$ cat src/rtl/mips_lsu_pkg.sv
// Shared types and lane-mask helper for the MIPS load/store unit.
package mips_lsu_pkg;

  typedef enum logic [1:0] {
    BYTE = 2'd0,
    HALF = 2'd1,
    WORD = 2'd2
  } lsu_size_t;

  typedef enum logic [1:0] {
    IDLE = 2'd0,
    BUS  = 2'd1,
    RESP = 2'd2
  } lsu_state_t;

  // Little-endian byteenable for an access of the given size starting at lane k.
  function automatic logic [7:0] lane_mask(input logic [1:0] size, input logic [2:0] k);
    logic [7:0] m;
    case (size)
      BYTE:    m = 8'h01 << k;
      HALF:    m = 8'h03 << k;
      WORD:    m = 8'h0F << k;
      default: m = 8'h00;
    endcase
    return m;
  endfunction

endpackage

$ cat src/rtl/mips_lsu_align.sv
// Load-data aligner: selects the addressed bytes from the bus word and extends to 32 bits.
module mips_lsu_align
  import mips_lsu_pkg::*;
#(
  parameter int unsigned DATA_W = 32,
  parameter int unsigned LANE_W = $clog2(DATA_W / 8)
) (
  input  logic [DATA_W-1:0] i_readdata,
  input  logic [LANE_W-1:0] i_lane,
  input  logic [1:0]        i_size,
  input  logic              i_signed,
  output logic [31:0]       o_rdata_c
);

  logic [31:0] w_shifted;

  assign w_shifted = 32'(i_readdata >> {i_lane, 3'b000});

  always_comb begin
    o_rdata_c = w_shifted;
    case (i_size)
      BYTE:    o_rdata_c = {{24{i_signed & w_shifted[7]}}, w_shifted[7:0]};
      HALF:    o_rdata_c = {{16{i_signed & w_shifted[15]}}, w_shifted[15:0]};
      default: o_rdata_c = w_shifted;
    endcase
  end

endmodule

$ cat src/rtl/mips_lsu_bus.sv
// Load/store unit bridging the multicycle MIPS core to an Avalon-MM master port.
// Optional waitrequest timeout is enabled by defining LSU_TIMEOUT_EN.
module mips_lsu_bus
  import mips_lsu_pkg::*;
#(
  parameter int unsigned ADDR_W         = 32,
  parameter int unsigned DATA_W         = 32,
  parameter int unsigned TIMEOUT_CYCLES = 256
) (
  input  logic                clk,
  input  logic                reset,
  input  logic                req_valid,
  output logic                req_ready,
  input  logic                req_write,
  input  logic [1:0]          req_size,
  input  logic                req_signed,
  input  logic [ADDR_W-1:0]   req_addr,
  input  logic [31:0]         req_wdata,
  output logic                resp_valid,
  output logic [31:0]         resp_rdata,
  output logic                resp_err,
  output logic [ADDR_W-1:0]   address,
  output logic                read,
  output logic                write,
  input  logic                waitrequest,
  output logic [DATA_W-1:0]   writedata,
  output logic [DATA_W/8-1:0] byteenable,
  input  logic [DATA_W-1:0]   readdata
);

  localparam int unsigned BE_W   = DATA_W / 8;
  localparam int unsigned LANE_W = $clog2(BE_W);

  lsu_state_t        r_state, w_nxt_state;
  logic              r_req_ready, w_nxt_req_ready;
  logic              r_resp_valid, w_nxt_resp_valid;
  logic [31:0]       r_resp_rdata, w_nxt_resp_rdata;
  logic              r_resp_err, w_nxt_resp_err;
  logic [ADDR_W-1:0] r_address, w_nxt_address;
  logic              r_read, w_nxt_read;
  logic              r_write, w_nxt_write;
  logic [DATA_W-1:0] r_writedata, w_nxt_writedata;
  logic [BE_W-1:0]   r_byteenable, w_nxt_byteenable;

  logic              r_wr;
  logic [1:0]        r_size;
  logic              r_signed;
  logic [LANE_W-1:0] r_lane;

  logic              w_accept;
  logic              w_bad;
  logic              w_to_hit;
  logic [LANE_W-1:0] w_lane;
  logic [7:0]        w_mask8;
  logic [DATA_W-1:0] w_rep;
  logic [31:0]       w_load_data;

  assign w_accept = req_valid && r_req_ready && (r_state == IDLE);
  assign w_lane   = req_addr[LANE_W-1:0];
  assign w_mask8  = lane_mask(req_size, 3'(w_lane));
  assign w_bad    = (req_size == 2'd3)
                 || ((req_size == HALF) && req_addr[0])
                 || ((req_size == WORD) && (req_addr[1:0] != 2'b00));

  always_comb begin
    case (req_size)
      BYTE:    w_rep = {BE_W{req_wdata[7:0]}};
      HALF:    w_rep = {(DATA_W / 16){req_wdata[15:0]}};
      default: w_rep = {(DATA_W / 32){req_wdata}};
    endcase
  end

  mips_lsu_align #(
    .DATA_W (DATA_W),
    .LANE_W (LANE_W)
  ) u_align (
    .i_readdata (readdata),
    .i_lane     (r_lane),
    .i_size     (r_size),
    .i_signed   (r_signed),
    .o_rdata_c  (w_load_data)
  );

`ifdef LSU_TIMEOUT_EN
  localparam int unsigned TO_W = $clog2(TIMEOUT_CYCLES + 1);
  logic [TO_W-1:0] r_to_cnt;

  // Counts stalled bus cycles of the current transfer; the last one aborts it.
  always_ff @(posedge clk or posedge reset) begin
    if (reset) begin
      r_to_cnt <= '0;
    end else if (w_accept) begin
      r_to_cnt <= '0;
    end else if ((r_state == BUS) && waitrequest) begin
      r_to_cnt <= r_to_cnt + TO_W'(1);
    end
  end

  assign w_to_hit = waitrequest && (r_to_cnt == TO_W'(TIMEOUT_CYCLES - 1));
`else
  // Timeout disabled: a stalled transfer waits indefinitely.
  assign w_to_hit = 1'b0 & (TIMEOUT_CYCLES == 0);
`endif

  // Request latch for the load-return path.
  always_ff @(posedge clk or posedge reset) begin
    if (reset) begin
      r_wr     <= 1'b0;
      r_size   <= 2'd0;
      r_signed <= 1'b0;
      r_lane   <= '0;
    end else if (w_accept) begin
      r_wr     <= req_write;
      r_size   <= req_size;
      r_signed <= req_signed;
      r_lane   <= w_lane;
    end
  end

  always_ff @(posedge clk or posedge reset) begin
    if (reset) begin
      r_state      <= IDLE;
      r_req_ready  <= 1'b1;
      r_resp_valid <= 1'b0;
      r_resp_rdata <= 32'd0;
      r_resp_err   <= 1'b0;
      r_address    <= '0;
      r_read       <= 1'b0;
      r_write      <= 1'b0;
      r_writedata  <= '0;
      r_byteenable <= '0;
    end else begin
      r_state      <= w_nxt_state;
      r_req_ready  <= w_nxt_req_ready;
      r_resp_valid <= w_nxt_resp_valid;
      r_resp_rdata <= w_nxt_resp_rdata;
      r_resp_err   <= w_nxt_resp_err;
      r_address    <= w_nxt_address;
      r_read       <= w_nxt_read;
      r_write      <= w_nxt_write;
      r_writedata  <= w_nxt_writedata;
      r_byteenable <= w_nxt_byteenable;
    end
  end

  always_comb begin
    w_nxt_state      = r_state;
    w_nxt_req_ready  = r_req_ready;
    w_nxt_resp_valid = 1'b0;
    w_nxt_resp_rdata = 32'd0;
    w_nxt_resp_err   = 1'b0;
    w_nxt_address    = r_address;
    w_nxt_read       = r_read;
    w_nxt_write      = r_write;
    w_nxt_writedata  = r_writedata;
    w_nxt_byteenable = r_byteenable;
    case (r_state)
      IDLE: begin
        if (w_accept) begin
          w_nxt_req_ready = 1'b0;
          if (w_bad) begin
            w_nxt_state      = RESP;
            w_nxt_resp_valid = 1'b1;
            w_nxt_resp_err   = 1'b1;
          end else begin
            w_nxt_state      = BUS;
            w_nxt_read       = !req_write;
            w_nxt_write      = req_write;
            w_nxt_address    = {req_addr[ADDR_W-1:LANE_W], {LANE_W{1'b0}}};
            w_nxt_byteenable = w_mask8[BE_W-1:0];
            w_nxt_writedata  = w_rep;
          end
        end
      end
      BUS: begin
        if (!waitrequest) begin
          w_nxt_state      = RESP;
          w_nxt_read       = 1'b0;
          w_nxt_write      = 1'b0;
          w_nxt_resp_valid = 1'b1;
          w_nxt_resp_rdata = r_wr ? 32'd0 : w_load_data;
        end else if (w_to_hit) begin
          w_nxt_state      = RESP;
          w_nxt_read       = 1'b0;
          w_nxt_write      = 1'b0;
          w_nxt_resp_valid = 1'b1;
          w_nxt_resp_err   = 1'b1;
        end
      end
      RESP: begin
        w_nxt_state     = IDLE;
        w_nxt_req_ready = 1'b1;
      end
      default: begin
        w_nxt_state     = IDLE;
        w_nxt_req_ready = 1'b1;
        w_nxt_read      = 1'b0;
        w_nxt_write     = 1'b0;
      end
    endcase
  end

  assign req_ready  = r_req_ready;
  assign resp_valid = r_resp_valid;
  assign resp_rdata = r_resp_rdata;
  assign resp_err   = r_resp_err;
  assign address    = r_address;
  assign read       = r_read;
  assign write      = r_write;
  assign writedata  = r_writedata;
  assign byteenable = r_byteenable;

endmodule

$ cat config.mk
export PLATFORM = sky130hd
export DESIGN_NAME = mips_lsu_bus
export DESIGN_NICKNAME = d
export VERILOG_FILES = /design/src/rtl/mips_lsu_pkg.sv /design/src/rtl/mips_lsu_align.sv /design/src/rtl/mips_lsu_bus.sv
export SDC_FILE = /design/constraint.sdc
export NUM_CORES = 1
export LEC_CHECK = 0
export ABC_AREA = 1
export BUFFER_PORTS_ARGS = -buffer_cell sky130_fd_sc_hd__buf_4
export CAP_MARGIN = 20
export CELL_PAD_IN_SITES_DETAIL_PLACEMENT = 0
export CELL_PAD_IN_SITES_GLOBAL_PLACEMENT = 1
export CORE_ASPECT_RATIO = 1.5
export CORE_MARGIN = 1.5
export CORE_UTILIZATION = 35
export CTS_BUF_LIST = sky130_fd_sc_hd__clkbuf_8 sky130_fd_sc_hd__clkbuf_16
export DETAILED_ROUTE_END_ITERATION = 8
export GPL_TIMING_DRIVEN = 1
export PLACE_DENSITY_LB_ADDON = 0.12
export SYNTH_ARGS = -nofsm -noshare
export SYNTH_HDL_FRONTEND = slang
export SYNTH_SLANG_ARGS = --single-unit
$ cat constraint.sdc
create_clock -name clk -period 4.53 [get_ports clk]
set_input_delay 0.906 -clock clk [delete_from_list [all_inputs] [get_ports clk]]
set_output_delay 0.906 -clock clk [all_outputs]
set_load 0.02 [all_outputs]
==> impl_results.md <==
- Setup WS pre-CTS: 1.338 ns
- Avg Vias per Cell: 4.643
- CP delay by family, top: simple AND/OR/NAND/NOR gates
- RSZ-0062 raised after global routing: no
- CTS H-tree depth: 3
- Yosys cell types: 30
- Met2 wire length: 7.624 mm
- Final hold vios: 0
- Pwr Total: 4274 µW
- Register area: 0.002779 mm²
- Diode count: 0
- Pre-Repair DR Iteration Count: 5
- Vias: 4740
- Clk pin slew, worst setup/hold paths: 0.08 ns
- Most numerous cell in the Yosys netlist: nand2_1
- Post-Syn Area: 0.005251 mm²
- Core Rows: 54
- Dpl hpwl: 10.82 mm
- F_max: 363.5 MHz
- Main synth FF type: dfrtp_1
- Placed cells: 1003
- Synth cell count leaders: nand2_1 (264), dfrtp_1 (110), o21ai_0 (50)
- CTS resizes: 0
- Post-DRT Antenna Nets: 0
- Placed cell area: 0.006818 mm²
- Initial Utilization: 35.98%
- Die ar.: 0.01576 mm²
- Vias in the first global route: 4739
- Antenna violations before repair: 0
- Slew @ Worst Pin: 0.9604 ns
- Root buffer cell: clkbuf_16
- CP Launch Type: primary input
- Peak VDD IR: 0.0002694 V
- Arr. time, crit path: 2.99 ns
- Fillers: 1505
- Setup crit end: byteenable[2]
- Setup Buffers After CTS: 0
- Clk buf depth: 2
- First-pass GRT wire length: 23.69 mm
- Total GRT Usage: 19.23%
- Grt total ovfl: 0
- Cts-stage hold buffer count: 0
- Largest net degree at the start of global routing: 90
- Status: finished clean
- Clk sinks: 111
- DRC: 0
- Worst Path Required: 4.77 ns
- Worst Setup End Kind: flop
- Final Non-Filler Cells: 1021
- Critical path class: primary input to flop
- Die Width: 103.0 µm
- DR iter-0 viols: 157
- Multi-input gate area: 0.002078 mm²
- Post-synth EDFFs: 0
- Worst skew pair latency: 0.35 ns
- Slew headroom: 35.97%
- M1 WL: 5.703 mm
- Max Used Layer: met4
- Final setup viols: 0
- Critical Path Max Stage Delay: 0.48 ns
- Post-route cell area: 0.007132 mm²
- R2r startpoint: r_lane[1]
- Placeable Area: 0.01459 mm²
- TNS Setup: 0 ns
- Port bufs: 206
- DR WL/cell: 14.30 µm
- WL final: 14.60 mm
- Crit share post-route: 60.73%
- Die height: 153.0 µm
- Cell taking the most area after synthesis: dfrtp_1
- Power density cells: 599.3 mW/mm²
- Crit path cell chain: buf_4 > inv_1 > ha_1 > nand2_2 > nand2_2 > nor2_4 > nand2_4 > inv_2 > nand2_1 > nand2_1
- Sequential fraction of the synthesis area: 52.92%
- YS warnings: 0
- Fin nets: 929
- Inserted Clock Buffers: 9
- R2R Setup Slk: 2.05 ns
- Syn Area/Cell: 8.283 µm²
- RR Endpoint: resp_rdata[16]
- CTS tree: built
- Routability cong.: 0.7681
- Number of synthesized register bits: 111
- Mapped Cells: 634
- Asr flop ratio synth: 100.0%
- Worst path slowest cell: nand2_4
- Leak Pwr: 0.003806 µW
- Yosys top cell area share: 52.42%
- FF-to-FF path depth: 5
- Synthesis-to-layout area growth: 35.81%
- IO Pins: 209
- CP startpoint: req_size[1]
- Synth top area cells: dfrtp_1 (52%), nand2_1 (19%), o21ai_0 (4.8%), a21oi_1 (2.6%), buf_6 (2.6%)
- PnR worst setup slack: 1.779 ns
- Worst-path fanout max: 63
- Slew Limit Fails: 0
- Ratio of cells with drive above 1 in the final layout: 33.21%
- Max-cap violations: 0
- Minimum clock period: 2.751 ns
- Max Clock Skew: 0.008077 ns
- Critical path depth: 10
- Met3 WL: 1.018 mm
- WP buf/inv: 3
- Worst min path class: flop to flop
cell type report:
type | count | share of cell area [%]
tap | 196 | 3.439
inverter | 36 | 2.053
sequential | 111 | 38.96
clock inverter | 7 | 0.8070
timing repair buffer | 211 | 22.44
multi-input combinational | 451 | 29.14
clock buffer | 9 | 3.158
tightest hold or removal path: cells and delay by family (launching register included):
kind             cells  cell delay, ns
and+or+nand+nor      2            0.10
DFF                  1            0.35
layout by cell type, fill, tap and decap left out, drive strengths merged:
master      n
a31oi       7
clkbuf      9
o21ai      71
nand2     271
a21oi      27
or2         2
inv        37
ha          5
conb        2
dfstp       1
nor2       33
nand3      23
buf       211
clkinvlp    4
dfrtp     110
nor3       10
clkinv      2
sequential cells by signal, indices dropped and copies added, names as in the netlist:
name,cells
resp_valid,1
r_size,2
byteenable,4
req_ready,1
resp_rdata,32
write,1
r_signed,1
read,1
r_state,2
resp_err,1
r_lane,2
r_wr,1
writedata,32
address,30
where the power goes:
| group | internal (µW) | switching (µW) | leakage (µW) |
|---|---|---|---|
| Clock | 380 | 387 | 0.000128 |
| Sequential | 1330 | 246 | 0.00144 |
| Combinational | 747 | 1190 | 0.00224 |
per-stage QoR:
stage / hold slack [ns] / util (%)
after floorplan: 0.4742 / -
after global placement: 0.4654 / 46.72
after detailed placement: 0.4676 / 46.72
after CTS: 0.4901 / 48.65
after global routing: 0.5104 / 48.87
final: 0.4875 / 48.87
logic make-up (layout without fill, tap and decap cells):
family,after synthesis,count (layout),share of synthesized area (%)
compound gates,105,105,10.89
fa+ha+maj,5,5,1.191
buf+inv,73,263,7.719
flops,111,111,52.92
other cells,1,2,0.07141
simple gates,339,339,27.21
routing by layer:
metal	up-vias	GRT usage, %
met5	-	0
met4	0	5.985
met3	20	5.167
met2	146	33.52
met1	2207	22.60
li1	2367	-
how the worst min path moves through the flow:
stage | startpoint | endpoint | slack (ns) | cells after the start
6_report | address[27] | address[27] | 0.49 | 2
5_1_grt | writedata[17] | writedata[17] | 0.51 | 2
4_1_cts | address[24] | address[24] | 0.49 | 2
3_5_place_dp | address[30] | address[30] | 0.47 | 2
3_3_place_gp | writedata[20] | writedata[20] | 0.47 | 2
2_1_floorplan | r_size[0] | r_size[0] | 0.47 | 2
(Power assumes the default switching activity.)
